File: src/rtl/irq_pkg.sv
// Shared definitions for the interrupt controller.
//   - Default handler vector base and stride.
//   - level_width(): number of bits needed to encode service levels 0..NUM_IRQ.
//   - epc_entry_t: one nesting-stack entry. It holds the return PC and the level
//     that was active before the interrupt was taken.
package irq_pkg;

  localparam int DEF_NUM_IRQ = 3;
  localparam int DEF_ADDR_W  = 32;

  localparam logic [31:0] DEF_VEC_BASE   = 32'h0000_1000;
  localparam logic [31:0] DEF_VEC_STRIDE = 32'h0000_0010;

  // Level 0 means "no handler active", so NUM_IRQ+1 distinct values are needed.
  function automatic int level_width(input int num_irq);
    return $clog2(num_irq + 1);
  endfunction

  // Field widths follow the controller's default configuration.
  localparam int EPC_W      = DEF_ADDR_W;
  localparam int PREV_LVL_W = level_width(DEF_NUM_IRQ);

  typedef struct packed {
    logic [EPC_W-1:0]      epc;
    logic [PREV_LVL_W-1:0] prev_level;
  } epc_entry_t;

endpackage

File: src/rtl/irq_epc_stack.sv
// Parametrised LIFO that holds the nesting context (EPC + previous level).
// Ports:
//   clk, rst         clock and synchronous active-high reset (empties the stack)
//   push, push_data  write a new entry on top; ignored when full
//   pop              discard the top entry; ignored when empty
//   top              current top entry, all-zero when empty
//   empty, full      occupancy flags
// Push takes precedence if both strobes are asserted. The controller never
// asserts them together.
module irq_epc_stack #(
  parameter int DEPTH = 3,
  parameter int W     = 8
) (
  input  logic         clk,
  input  logic         rst,
  input  logic         push,
  input  logic         pop,
  input  logic [W-1:0] push_data,
  output logic [W-1:0] top,
  output logic         empty,
  output logic         full
);

  localparam int CNT_W = $clog2(DEPTH + 1);
  localparam int IDX_W = (DEPTH > 1) ? $clog2(DEPTH) : 1;

  logic [W-1:0]     mem [DEPTH];
  logic [CNT_W-1:0] count;
  logic [IDX_W-1:0] wr_idx;
  logic [IDX_W-1:0] rd_idx;

  assign empty  = (count == '0);
  assign full   = (count == CNT_W'(DEPTH));
  assign wr_idx = IDX_W'(count);
  assign rd_idx = IDX_W'(count - CNT_W'(1));
  assign top    = empty ? '0 : mem[rd_idx];

  always_ff @(posedge clk) begin
    if (rst) begin
      count <= '0;
    end else if (push && !full) begin
      count <= count + CNT_W'(1);
    end else if (pop && !empty) begin
      count <= count - CNT_W'(1);
    end
  end

  // NOTE: the storage array has no reset. count alone decides which entries are
  // live, and top is forced to zero when the stack is empty.
  always_ff @(posedge clk) begin
    if (push && !full) begin
      mem[wr_idx] <= push_data;
    end
  end

endmodule

File: src/rtl/irq_ctrl.sv
// Nested interrupt controller. It turns NUM_IRQ request lines into PC redirects.
// Ports:
//   clk, rst          clock and synchronous active-high reset
//   irq_in            raw request lines; a rising edge latches into pending
//   mask_we/_wdata    enable-mask write (1 = enabled)
//   insn_boundary     a PC redirect or ERET may take effect this cycle
//   eret              ERET decoded in the current instruction
//   pc_next           PC to save as EPC when an interrupt is taken
//   take_irq, vec_pc  redirect strobe and handler address (0 when not taking)
//   epc_out           ERET target from the top of the nesting stack (0 if empty)
//   cur_level         level being serviced (0 = none); line i has level i+1
//   pending, mask     latched requests and enable mask
//   nest_full         nesting stack holds NEST_DEPTH entries
//   eret_err          sticky: ERET was executed with an empty stack
module irq_ctrl
  import irq_pkg::*;
#(
  parameter int               NUM_IRQ    = DEF_NUM_IRQ,
  parameter int               NEST_DEPTH = 3,
  parameter int               ADDR_W     = DEF_ADDR_W,
  parameter logic [ADDR_W-1:0] VEC_BASE   = ADDR_W'(DEF_VEC_BASE),
  parameter logic [ADDR_W-1:0] VEC_STRIDE = ADDR_W'(DEF_VEC_STRIDE),
  localparam int              LVL_W      = level_width(NUM_IRQ)
) (
  input  logic               clk,
  input  logic               rst,
  input  logic [NUM_IRQ-1:0] irq_in,
  input  logic               mask_we,
  input  logic [NUM_IRQ-1:0] mask_wdata,
  input  logic               insn_boundary,
  input  logic               eret,
  input  logic [ADDR_W-1:0]  pc_next,
  output logic               take_irq,
  output logic [ADDR_W-1:0]  vec_pc,
  output logic [ADDR_W-1:0]  epc_out,
  output logic [LVL_W-1:0]   cur_level,
  output logic [NUM_IRQ-1:0] pending,
  output logic [NUM_IRQ-1:0] mask,
  output logic               nest_full,
  output logic               eret_err
);

  logic [NUM_IRQ-1:0] irq_q;
  logic [NUM_IRQ-1:0] pending_q;
  logic [NUM_IRQ-1:0] mask_q;
  logic [NUM_IRQ-1:0] irq_rise;
  logic [NUM_IRQ-1:0] take_clr;
  logic [LVL_W-1:0]   level_q;
  logic [LVL_W-1:0]   cand_idx;
  logic [LVL_W-1:0]   cand_lvl;
  logic               cand_valid;
  logic               take;
  logic               do_eret;
  logic               pop;
  logic               eret_err_q;
  logic               stk_empty;
  logic               stk_full;
  epc_entry_t         push_entry;
  epc_entry_t         top_entry;

  // Priority encoder: the highest enabled pending line wins.
  // NOTE: every variable gets a default before the loop, so no latch is inferred.
  // The assignments are blocking, so a later (higher-index) hit overrides an earlier one.
  always_comb begin
    cand_valid = 1'b0;
    cand_idx   = '0;
    for (int i = 0; i < NUM_IRQ; i++) begin
      if (pending_q[i] && mask_q[i]) begin
        cand_valid = 1'b1;
        cand_idx   = LVL_W'(i);
      end
    end
  end

  assign cand_lvl = cand_idx + LVL_W'(1);
  assign irq_rise = irq_in & ~irq_q;
  assign do_eret  = eret && insn_boundary;
  assign pop      = do_eret && !stk_empty;

  // ERET in the same cycle blocks the take. The request is re-evaluated
  // against the restored level at the next boundary.
  assign take = insn_boundary && !eret && cand_valid &&
                (cand_lvl > level_q) && !stk_full;

  assign take_clr = take ? (NUM_IRQ'(1) << cand_idx) : '0;

  assign push_entry.epc        = EPC_W'(pc_next);
  assign push_entry.prev_level = PREV_LVL_W'(level_q);

  irq_epc_stack #(
    .DEPTH (NEST_DEPTH),
    .W     ($bits(epc_entry_t))
  ) u_epc_stack (
    .clk       (clk),
    .rst       (rst),
    .push      (take),
    .pop       (pop),
    .push_data (push_entry),
    .top       (top_entry),
    .empty     (stk_empty),
    .full      (stk_full)
  );

  // NOTE: all state uses non-blocking assignments, so every register samples
  // the values from before the edge.
  always_ff @(posedge clk) begin
    if (rst) begin
      irq_q      <= '0;
      pending_q  <= '0;
      mask_q     <= '1;
      level_q    <= '0;
      eret_err_q <= 1'b0;
    end else begin
      irq_q      <= irq_in;
      // OR-ing the new edges in after the clear lets a fresh edge on the bit
      // being taken survive.
      pending_q  <= (pending_q & ~take_clr) | irq_rise;
      if (mask_we) begin
        mask_q <= mask_wdata;
      end
      if (take) begin
        level_q <= cand_lvl;
      end else if (pop) begin
        level_q <= LVL_W'(top_entry.prev_level);
      end
      if (do_eret && stk_empty) begin
        eret_err_q <= 1'b1;
      end
    end
  end

  assign take_irq  = take;
  assign vec_pc    = take ? (VEC_BASE + VEC_STRIDE * ADDR_W'(cand_idx)) : '0;
  assign epc_out   = ADDR_W'(top_entry.epc);
  assign cur_level = level_q;
  assign pending   = pending_q;
  assign mask      = mask_q;
  assign nest_full = stk_full;
  assign eret_err  = eret_err_q;

endmodule

File: config.mk
export PLATFORM = sky130hd
export DESIGN_NAME = irq_ctrl
export DESIGN_NICKNAME = d
export VERILOG_FILES = /design/src/rtl/irq_pkg.sv /design/src/rtl/irq_epc_stack.sv /design/src/rtl/irq_ctrl.sv
export SDC_FILE = /design/constraint.sdc
export NUM_CORES = 1
export LEC_CHECK = 0
export ABC_AREA = 1
export CAP_MARGIN = 15
export CORE_MARGIN = 4
export CORE_UTILIZATION = 50
export CTS_BUF_LIST = sky130_fd_sc_hd__clkbuf_4 sky130_fd_sc_hd__clkbuf_8 sky130_fd_sc_hd__clkbuf_16
export DETAILED_ROUTE_END_ITERATION = 10
export GPL_ROUTABILITY_DRIVEN = 0
export GPL_TIMING_DRIVEN = 0
export PLACE_DENSITY = 0.8
export SKIP_LAST_GASP = 1
export SLEW_MARGIN = 20
export SYNTH_ARGS = -nofsm -noshare
export SYNTH_HDL_FRONTEND = slang
export SYNTH_SLANG_ARGS = --single-unit
File: constraint.sdc
create_clock -name clk -period 4.1 [get_ports clk]
set_clock_uncertainty 0.05 [all_clocks]
set_input_delay 0.41 -clock clk [delete_from_list [all_inputs] [get_ports clk]]
set_output_delay 0.41 -clock clk [all_outputs]
set_load 0.01 [all_outputs]
; Word-level counts from Yosys, hierarchy flattened
; Memories as Yosys holds them, arrays and structs flattened.
; Index checks and enable logic that the tools add are counted.
[totals]
regBits = 14
mem_bits_rw = 102
out_inout_bits = 75
wordCells = 51
memories = 1
[op_classes]
n_eq_ne = 1
n_addsub = 4
shift = 1
muxes = 14
bitwise = 5
magnitude_cmp = 1
reduce_logical = 18
[memory_table]
columns = memory, words, width, rd, rd_clocked_by_memory_dff, write_ports, line
row1 = u_epc_stack.mem, 3, 34, 1, 0, 1, irq_epc_stack.sv:27  ; logic [W-1:0] mem [DEPTH];
[ops]
columns = operator, count
row1 = $mux 34, 1
row2 = $add 13x6->14 const A, 1
row3 = $mux 14, 1
row4 = $logic_and 1x1->1, 12
row5 = $mux 2, 5
row6 = $and 3x3->3, 2
row7 = $mux 1, 6
row8 = $not 3->3, 2
row9 = $add 2x1->2 const B, 2
row10 = $reduce_bool 2->1, 2
row11 = $logic_not 1->1, 3
row12 = $mux 3, 1
row13 = $or 3x3->3, 1
row14 = $shl 1x2->3 const A, 1
row15 = $eq 2x2->1 const B, 1
row16 = $gt 2x2->1, 1
row17 = $logic_not 2->1, 1
row18 = $sub 2x1->2 const B, 1

; Logic depth before layout (Yosys ltp)
; Gate-level depths: netlist of the first run.
[depth]
depth_word = 11
ltp_mapped = 13
ltp_nobuf = 12

; Hierarchy
; A second synthesis of the first run with hierarchy kept.
[hier_totals]
hier_cells = 431
area_unflattened_um2 = 5241.3
[modules_own_cells]
columns = mod, cells_each, area_each_um2, seq_area_each_um2, instances
row1 = irq_epc_stack, 321, 4449.3, 3103.0, 1
row2 = irq_ctrl, 110, 792.0, 240.2, 1

; Worst setup path after synthesis of the first run
; Ideal clock, no wire load.
[synth_path]
path_type = reg-to-reg
from = register pending_q[2], in the netlist pending[2]
to = memory u_epc_stack.mem[0][0] (netlist name), enable pin
path_stages_with_launch = 10
path_slack_ps = 873
required_time_ps = 3625
synth_period_minus_slack_ps = 3227
arrival_ps = 2752
n_path_buf = 0
cell_sequence = dfxtp_1 nand2_1 nand3_1 inv_1 ha_1 nand2_1 inv_1 nor2_4 nand3_2 nor2_1
[synth_via]
elab_chain_cells = 9
word_cells_on_any_way = 11
classes_between = add/sub (1) / order compare (1) / mux (4) / reduce/logical (5)
[synth_rtl]
columns = item, line
row1 = "start, declared", irq_ctrl.sv:44  ; logic [NUM_IRQ-1:0] pending_q;
row2 = "start signal, assigned", irq_ctrl.sv:117  ; pending_q <= (pending_q & ~take_clr) | irq_rise;
row3 = $logic_and 1x1->1 (*), irq_ctrl.sv:68  ; if (pending_q[i] && mask_q[i]) begin
row4 = $mux 2, irq_ctrl.sv:68
row5 = $add 2x1->2, irq_ctrl.sv:75  ; assign cand_lvl = cand_idx + LVL_W'(1);
row6 = $gt 2x2->1, irq_ctrl.sv:83  ; (cand_lvl > level_q) && !stk_full;
row7 = $logic_and 1x1->1 (*), irq_ctrl.sv:82  ; assign take = insn_boundary && !eret && cand_valid &&
row8 = $logic_and 1x1->1 (*), irq_ctrl.sv:83
row9 = $logic_and 1x1->1 (*), irq_epc_stack.sv:51  ; if (push && !full) begin
row10 = $mux 1 (*), irq_epc_stack.sv:51
row11 = $mux 1 (implied by the code) (*), irq_epc_stack.sv:52  ; mem[wr_idx] <= push_data;
row12 = "end, declared", irq_epc_stack.sv:27
; Every way passes the cells marked *; elsewhere a longest branch is shown, timed or not.

; Worst setup path after layout of the first run
[layout_path]
from = register u_epc_stack.count[0]
to = output port epc_out[21]
[layout_via]
elab_chain_cells = 3
word_cells_on_any_way = 4
classes_between = add/sub (1) / mux (1) / reduce/logical (1) / memory (1)
[layout_rtl]
columns = item, line
row1 = "start, declared", irq_epc_stack.sv:28  ; logic [CNT_W-1:0] count;
row2 = "start signal, assigned", irq_epc_stack.sv:42  ; count <= count + CNT_W'(1);
row3 = "start signal, assigned", irq_epc_stack.sv:44  ; count <= count - CNT_W'(1);
row4 = $sub 2x1->2, irq_epc_stack.sv:35  ; assign rd_idx = IDX_W'(count - CNT_W'(1));
row5 = $mem_v2 3x34, n/a
row6 = $mux 34 (*), irq_epc_stack.sv:36  ; assign top = empty ? '0 : mem[rd_idx];
row7 = "end, declared", irq_ctrl.sv:35  ; output logic [ADDR_W-1:0] epc_out,
; Marks and branches as above.

==> results of run 1 <==
==> cells by family (layout without fill, tap and decap cells) <==
kind of cell / after synthesis / in the layout / share of synthesized area
buf+inv: 109 / 232 / 0.113
simple gates: 163 / 163 / 0.142
other cells: 1 / 29 / 0.000755
flops: 116 / 116 / 0.673
compound gates: 38 / 38 / 0.0562
fa+ha+maj: 6 / 6 / 0.0151
==> registers in the layout, summed over array words and instances, names as in the netlist <==
signal,cells
cur_level,2
irq_q,3
eret_err,1
u_epc_stack.mem,102
pending,3
mask,3
u_epc_stack.count,2
==> worst max-delay path, stage by stage (launching register included) <==
cell and delay, ps:
dfxtp_1 370, buf_2 240, inv_4 100, buf_4 190, ha_1 270, inv_4 120
clkbuf_1 470, o211ai_1 210, inv_1 100, clkdlybuf4s50_1 550
==> synthesized netlist by cell type, types with 2 or more instances <==
master / n / area [um2]
nand3_1: 44 / 220
inv_1: 57 / 214
dfxtp_1: 14 / 280
o21ai_0: 2 / 10.0
buf_4: 34 / 255
nand3_2: 3 / 30.0
o211ai_1: 33 / 248
edfxtp_1: 102 / 3060
clkbuf_1: 5 / 18.8
inv_4: 2 / 12.5
nand2_1: 95 / 357
ha_1: 6 / 75.1
buf_2: 8 / 40.0
nor2_1: 16 / 60.1
==> per-stage QoR <==
stage | setup TNS (ps) | setup WS (ps) | hold WS (ps) | instances | power (mW)
2_1_floorplan | 0 | 873 | 380 | 461 | 1.77
3_3_place_gp | -16630 | -242 | 391 | 682 | 2.07
3_5_place_dp | 0 | 1020 | 403 | 685 | 2.10
4_1_cts | 0 | 449 | 362 | 717 | 3.58
5_1_grt | 0 | 296 | 393 | 717 | 3.70
6_report | 0 | 508 | 389 | 717 | 3.54
==> power by group through the flow <==
| stage | Combinational [mW] | Sequential (mW) | Clock (mW) |
|---|---|---|---|
| 3_5_place_dp | 0.716 | 1.38 | 0 |
| 2_1_floorplan | 0.387 | 1.38 | 0 |
| 3_3_place_gp | 0.684 | 1.38 | 0 |
| 5_1_grt | 0.793 | 1.36 | 1.54 |
| 4_1_cts | 0.726 | 1.36 | 1.49 |
| 6_report | 0.716 | 1.36 | 1.46 |
==> worst max path at each step <==
stage                     slack, ps                 start                    end
after floorplan                 870            pending[2]  u_epc_stack.mem[0][0]
after CTS                       450  u_epc_stack.count[0]            epc_out[21]
after global placement         -240  u_epc_stack.count[0]  u_epc_stack.mem[0][6]
after global routing            300  u_epc_stack.count[0]             epc_out[5]
after detailed placement       1020  u_epc_stack.count[0]            epc_out[21]
final                           510  u_epc_stack.count[0]            epc_out[21]
==> per-layer routing <==
metal  part of all wire  global-route usage
met1               0.39               0.208
met2               0.54               0.350
met3              0.060              0.0492
met4              0.015               0.103
met5                  0                   0
==> final cells by class <==
class                      count  area, um2  share of cell area
buffer                        48        325              0.0478
inverter                      61        234              0.0343
clock inverter                12        161              0.0237
clock buffer                  20        437              0.0641
tap                          133        166              0.0244
timing repair buffer          91        956               0.140
multi-input combinational    236       1190               0.175
sequential                   116       3340               0.491
==> reports/summary.md, run 1 <==
Setup repair after global routing left no endpoint under its margin. After filler insertion, the fill cell instance count of the layout stands at 696. The endpoint identified for the worst register-to-register timing path is u_epc_stack.mem[0][13].

The tree is rooted in a clkbuf_8. For the largest net degree at the start of global routing, the log shows 24. The number of vias per cell after detailed routing is 4.80. STA classifies the critical path endpoint as an output pin.

The net switching fraction of the power is 0.251, and the detailed-router iteration count before antenna repair is 5. Cell area after synthesis: 4960 um2. Counting flops with a built-in enable in the synthesized netlist gives 102. The tools report the max-slew violation count as 0. Clock power share: 0.413. The tools report the number of endpoints with negative hold slack in the final report as 0.

Across all register-to-register paths, the minimum setup slack is 1360 ps. The run finished with clean final reports. The H-tree generated during clock tree synthesis spans 4 levels. The peak fanout along the critical path came out at 11. Synthesis produced 433 cells. Setup violations remaining at the end of the flow were counted as 0. The part of the cycle the worst path needs was 0.876.

The fraction of synthesis flops using an asynchronous set or reset pin is 0, and the post-synthesis register bit count is 116. The static leakage power was 2.86 nW. The origin of the critical flop-to-flop path is mask[2]. Counting the buffers created by CTS gives 17. The clock transition at the registers of the reported paths was 50 ps; the placed wire-length estimate after detailed placement was 7020 um. The tools report the launch point of the worst hold path as irq_in[1].

The finished cells cover 6810 um2. The class of the worst hold path was in -> reg. The logs give 0.278 GHz for the maximum frequency from static timing analysis and 2 for the maximum root-to-sink buffer count.

The synthesized area divided by synthesized cell count works out to 11.5 um2. The main flop type after synthesis was edfxtp_1. The internal power was 2.65 mW; the diode insertion count for antenna repair was 0. The worst setup path is of the reg -> out kind. The launching element type of the critical path is a flop. STA puts the critical path data required time at 3640 ps.

The initial core utilization came out at 0.510. Leaving out fill and tap cells, the most frequent cells in the layout are 102 x edfxtp_1, 95 x nand2_1, 88 x clkdlybuf4s50_1. After detailed placement, the total cell area comes to 6210 um2. For the total number of placement rows, the log shows 36.

The synthesized netlist contains 26 unique library cells. In the final routed layout, each cell accounts on average for 14.8 um. The logs give 0.194 for the overall global routing resource usage and 0 for the residual antenna-violating net count after detailed routing. From left edge to right edge, the die measures 108 um. The path with the worst hold slack has its endpoint at irq_q[1].

From synthesis to final layout, the design area changed by 37.2%. The logs give 16,800 um for the first-pass GRT wire length and 890 uW for the switching power total. During synthesis, Yosys emitted a total of 0 warnings. TritonCTS built the clock tree. The routed design has 10,600 um of wire. The core region is 9730 um2.

At the pin with the least slew margin, the transition time is 631 ps. The number of antenna violations at the first check in global routing came out at 0. For the violation count after the first detailed-route iteration, the log shows 166. The count of hold-fix buffers inserted at cts is 0.

The tools report the arrival time of data at the critical path endpoint as 3130 ps. The run gives 0.385 as the share of total power in sequential cells. Clock latency on the worst-skew pair, taken at its later pin, is 510 ps. The total die area is 11,600 um2, and the sink count of the clock tree is 116.

The post-layout minimum cycle time works out to 3590 ps. Leaving out fill and tap cells, the most frequent cell in the layout is edfxtp_1. Input and output buffers added on the ports amount to 88. Counting instances, the worst hold path has a depth of 3. Share of power burned in combinational logic: 0.202. The vertical extent of the die was 108 um. The number of nets in the finished design is 620, and the post-synthesis sequential area ratio is 0.673.

The tightest slew margin relative to the limit is 0.578. The post-route core utilization is 0.700, and the number of design rule violations left after detail routing is 0. The via count of the first global-routing pass is 3,540.

The logs give 0 for the total global routing overflow and 118 for the number of ports placed on the die boundary. The total of max-cap violations was 0; the post-CTS setup buffer count was 0. The ratio of total power to cell area is 520 nW/um2, and the fraction of final layout cells with drive strength greater than 1 is 0.151. Detailed routing inserted a total of 3,440 vias. VDD sags by at most 0.347 mV. The worst-case reg-to-reg path depth was 10; the number of instances resized during post-cts repair was 0.
No activity file was read; power rests on OpenSTA's default activity.
==> run 2: changes to the inputs <==
--- a/config.mk
+++ b/config.mk
@@ -14,6 +14,7 @@
 export GPL_ROUTABILITY_DRIVEN = 0
 export GPL_TIMING_DRIVEN = 0
 export PLACE_DENSITY = 0.8
+export REMOVE_ABC_BUFFERS = 1
 export SKIP_LAST_GASP = 1
 export SLEW_MARGIN = 20
 export SYNTH_ARGS = -nofsm -noshare
==> run 2 against run 1 <==
Effect of this change:
- non-clock buffer count shrank 47
- utilization fell by 2.8 points
- global-route usage fell by 1.0 points
- die area unchanged
- setup slack got worse by 53 ps
- combinational power fell by 9.6%
- final cell count shrank 6.6%
- critical path depth is 3 lower
- final area decreased by 4.0%
- critical path type unchanged
- largest cell class unchanged
==> reports/summary.md, run 2 (same netlist as run 1, synthesis figures left out) <==
The number of vias per cell after detailed routing works out to 4.97 (+3.7%). The fraction of final layout cells with drive strength greater than 1 was 0.0950 (-0.0557); the residual antenna-violating net count after detailed routing was 0 (unchanged). Initial core utilization: 0.510 (unchanged). In this run the critical register-to-register path is captured at u_epc_stack.mem[1][13].

The run gives 3640 ps (about the same) as the required time at the endpoint of the critical path. The maximum frequency from static timing analysis was 0.274 GHz (-1.4%). Setup repair after global routing left no endpoint under its margin.

The hold-critical path depth is 3 (unchanged), and the post-detailed-route wirelength per cell is 15.2 um (+3.2%). The logs give 0 (unchanged) for the number of instances resized during post-cts repair and 0.422 (+0.009) for the clock power share. Overall global routing resource usage: 0.184 (-0.0102). The maximum root-to-sink buffer count came out at 2 (unchanged).

For the switching power total, the log shows 887 uW (-0.33%). The run gives 9730 um2 (unchanged) as the placeable core region. The run gives 5920 um2 (-4.7%) as the cell area reported after detailed placement.

For the post-CTS setup buffer count, the log shows 0 (unchanged). The area growth from synthesis to layout is 31.8%. The share of total power in sequential cells came out at 0.392 (+0.007). The post-layout minimum cycle time was 3640 ps (+52.7 ps); the count of final setup violators was 0 (unchanged). The logs give 0 (unchanged) for the count of hold-fix buffers inserted at cts and 70 (+190%) for the largest net degree at the start of global routing. Category of the critical setup timing path: reg -> out. The logs give 0.185 (-0.017) for the share of power burned in combinational logic and 0 (unchanged) for the total of max-cap violations. The detailed-router iteration count before antenna repair was 4 (-1). The number of buffer cells added on primary ports was 88 (unchanged). The run gives 118 (unchanged) as the number of ports placed on the die boundary.

Internal power: 2.60 mW (-1.7%). The origin of the critical flop-to-flop path is mask[2]. The actual transition at the worst max-transition pin came out at 726 ps (+95.5 ps). The ratio of total power to cell area is 534 nW/um2 (+2.7%), and the tightest slew margin relative to the limit is 0.516 (-0.0627). Insertion delay of the later-clocked pin in the worst-skew pair: 520 ps (about the same). Post-route non-filler standard cell count: 670 (-6.6%).

The net switching fraction of the power is 0.254 (+0.00269), and the number of nets in the finished design is 573 (-7.6%). Total global routing overflow: 0 (unchanged). The run finished with clean final reports. In the layout the commonest cells are 102 x edfxtp_1, 95 x nand2_1, 88 x clkdlybuf4s50_1. The tools report the number of placed cells counting well taps as 638 (-6.9%). First-pass GRT wire length: 16,200 um (-3.9%). The number of antenna violations at the first check in global routing was 0 (unchanged); the violation count after the first detailed-route iteration was 147 (-11%). The vertical extent of the die is 108 um (unchanged), and the diode insertion count for antenna repair is 0 (unchanged).

For the number of endpoints with negative hold slack in the final report, the log shows 0 (unchanged). The worst hold path belongs to the class in -> reg. The launch point of the worst hold path was irq_in[0]. The logs give 1510 ps (+150 ps) for the setup slack of the worst register-to-register path and 6540 um2 (-4.0%) for the post-layout instance area. For the number of vias after detailed routing, the log shows 3,332 (-3.1%). For the via count of the first global-routing pass, the log shows 3,242 (-8.4%). For the total die area, the log shows 11,600 um2 (unchanged). The signal on the critical path passes through inv_4, ha_4, nand3_1, o211ai_1, inv_1, clkdlybuf4s50_1. The flip-flop count of the largest register after layout was 102 (unchanged); the static leakage power was 2.66 nW (-7.0%).

The stage delay of the slowest cell on the critical path is 820 ps (+270 ps). The total number of placement rows was 36 (unchanged). The worst setup path is captured at an output pin.

The number of design rule violations left after detail routing is 0 (unchanged). The sink count of the clock tree came out at 116 (unchanged). Most common cell after layout, fill and taps aside: edfxtp_1. The placed wire-length estimate after detailed placement came out at 6280 um (-11%). For hold timing, the worst endpoint is irq_q[0]. TritonCTS built the clock tree.

The tools report the clock root buffer master as clkbuf_8. u_epc_stack.mem holds more flip-flops than any other register. Worst-case reg-to-reg path depth: 10 (unchanged). The start point of the critical path is u_epc_stack.count[0]. The count of H-tree levels built during CTS was 4 (unchanged). The die width is 108 um (unchanged), and the max-slew violation count is 0 (unchanged).

The maximum VDD drop came out at 0.273 mV (-21%). The number of buffers created by CTS came out at 17 (unchanged). The peak fanout along the critical path is 69 (+58), and the total wirelength of the detailed-routed design is 10,200 um (-3.6%). The cell with the largest stage delay on the worst path is ha_4. The launching element type of the critical path is a flop. The arrival time of data at the critical path endpoint is 3180 ps (+50 ps), and the part of the cycle the worst path needs is 0.889 (+0.0129). The clock transition at the registers of the reported paths was 60 ps (about the same).
## run 2: changes by cell type in the layout (fill, tap and decap cells not counted), sizes merged
cell / before / now
buf: 46 / 4
bufinv: 4 / 0
clkinv: 7 / 3
clkbuf: 25 / 28
clkinvlp: 2 / 0
inv: 60 / 62
## run 2: through the flow
step / setup TNS (ps) / power, mW / hold WS [ps] / utilization / setup WS (ps)
finish: 0 / 3.49 / 369 / 0.672 / 455
global route: 0 / 3.64 / 374 / 0.672 / 271
CTS: 0 / 3.52 / 343 / 0.672 / 441
detailed placement: 0 / 2.05 / 401 / 0.609 / 995
global placement: -123160 / 2.01 / 398 / 0.595 / -1250
floorplan: 0 / 1.71 / 380 / - / 751
## run 2: worst max-delay path by stage
stage,to,slack [ps],depth (start not counted)
after detailed placement,epc_out[30],990,6
after global routing,epc_out[24],270,6
after CTS,epc_out[29],440,6
after floorplan,u_epc_stack.mem[0][0],750,6
after global placement,epc_out[12],-1250,5
final,epc_out[12],460,6
## run 2: worst max-delay path, delay by kind of cell, from the launching register on
kind / cells / cell delay [ps]
flops: 1 / 630
buf+inv: 3 / 870
fa+ha+maj: 1 / 820
simple gates: 1 / 170
compound gates: 1 / 120
## run 2: per-layer routing
metal,up-vias,track usage,routed length (um)
met2,132,0.310,5070
met5,-,0,0
met4,0,0.0622,126
li1,1593,-,-
met3,19,0.0660,861
met1,1588,0.219,4150
## run 2: power by group through the flow
| stage | Sequential, mW | Combinational (mW) | Clock (mW) |
|---|---|---|---|
| global placement | 1.40 | 0.602 | 0 |
| detailed placement | 1.39 | 0.654 | 0 |
| finish | 1.37 | 0.647 | 1.47 |
| global route | 1.37 | 0.714 | 1.55 |
| CTS | 1.37 | 0.658 | 1.50 |
| floorplan | 1.40 | 0.320 | 0 |
## run 2: cell type report
cell class | instances | area (um2)
sequential | 116 | 3340
fill | 736 | 3190
multi-input combinational | 236 | 1200
timing repair buffer | 92 | 976
clock buffer | 28 | 597
inverter | 61 | 234
tap | 133 | 166
clock inverter | 4 | 22.5
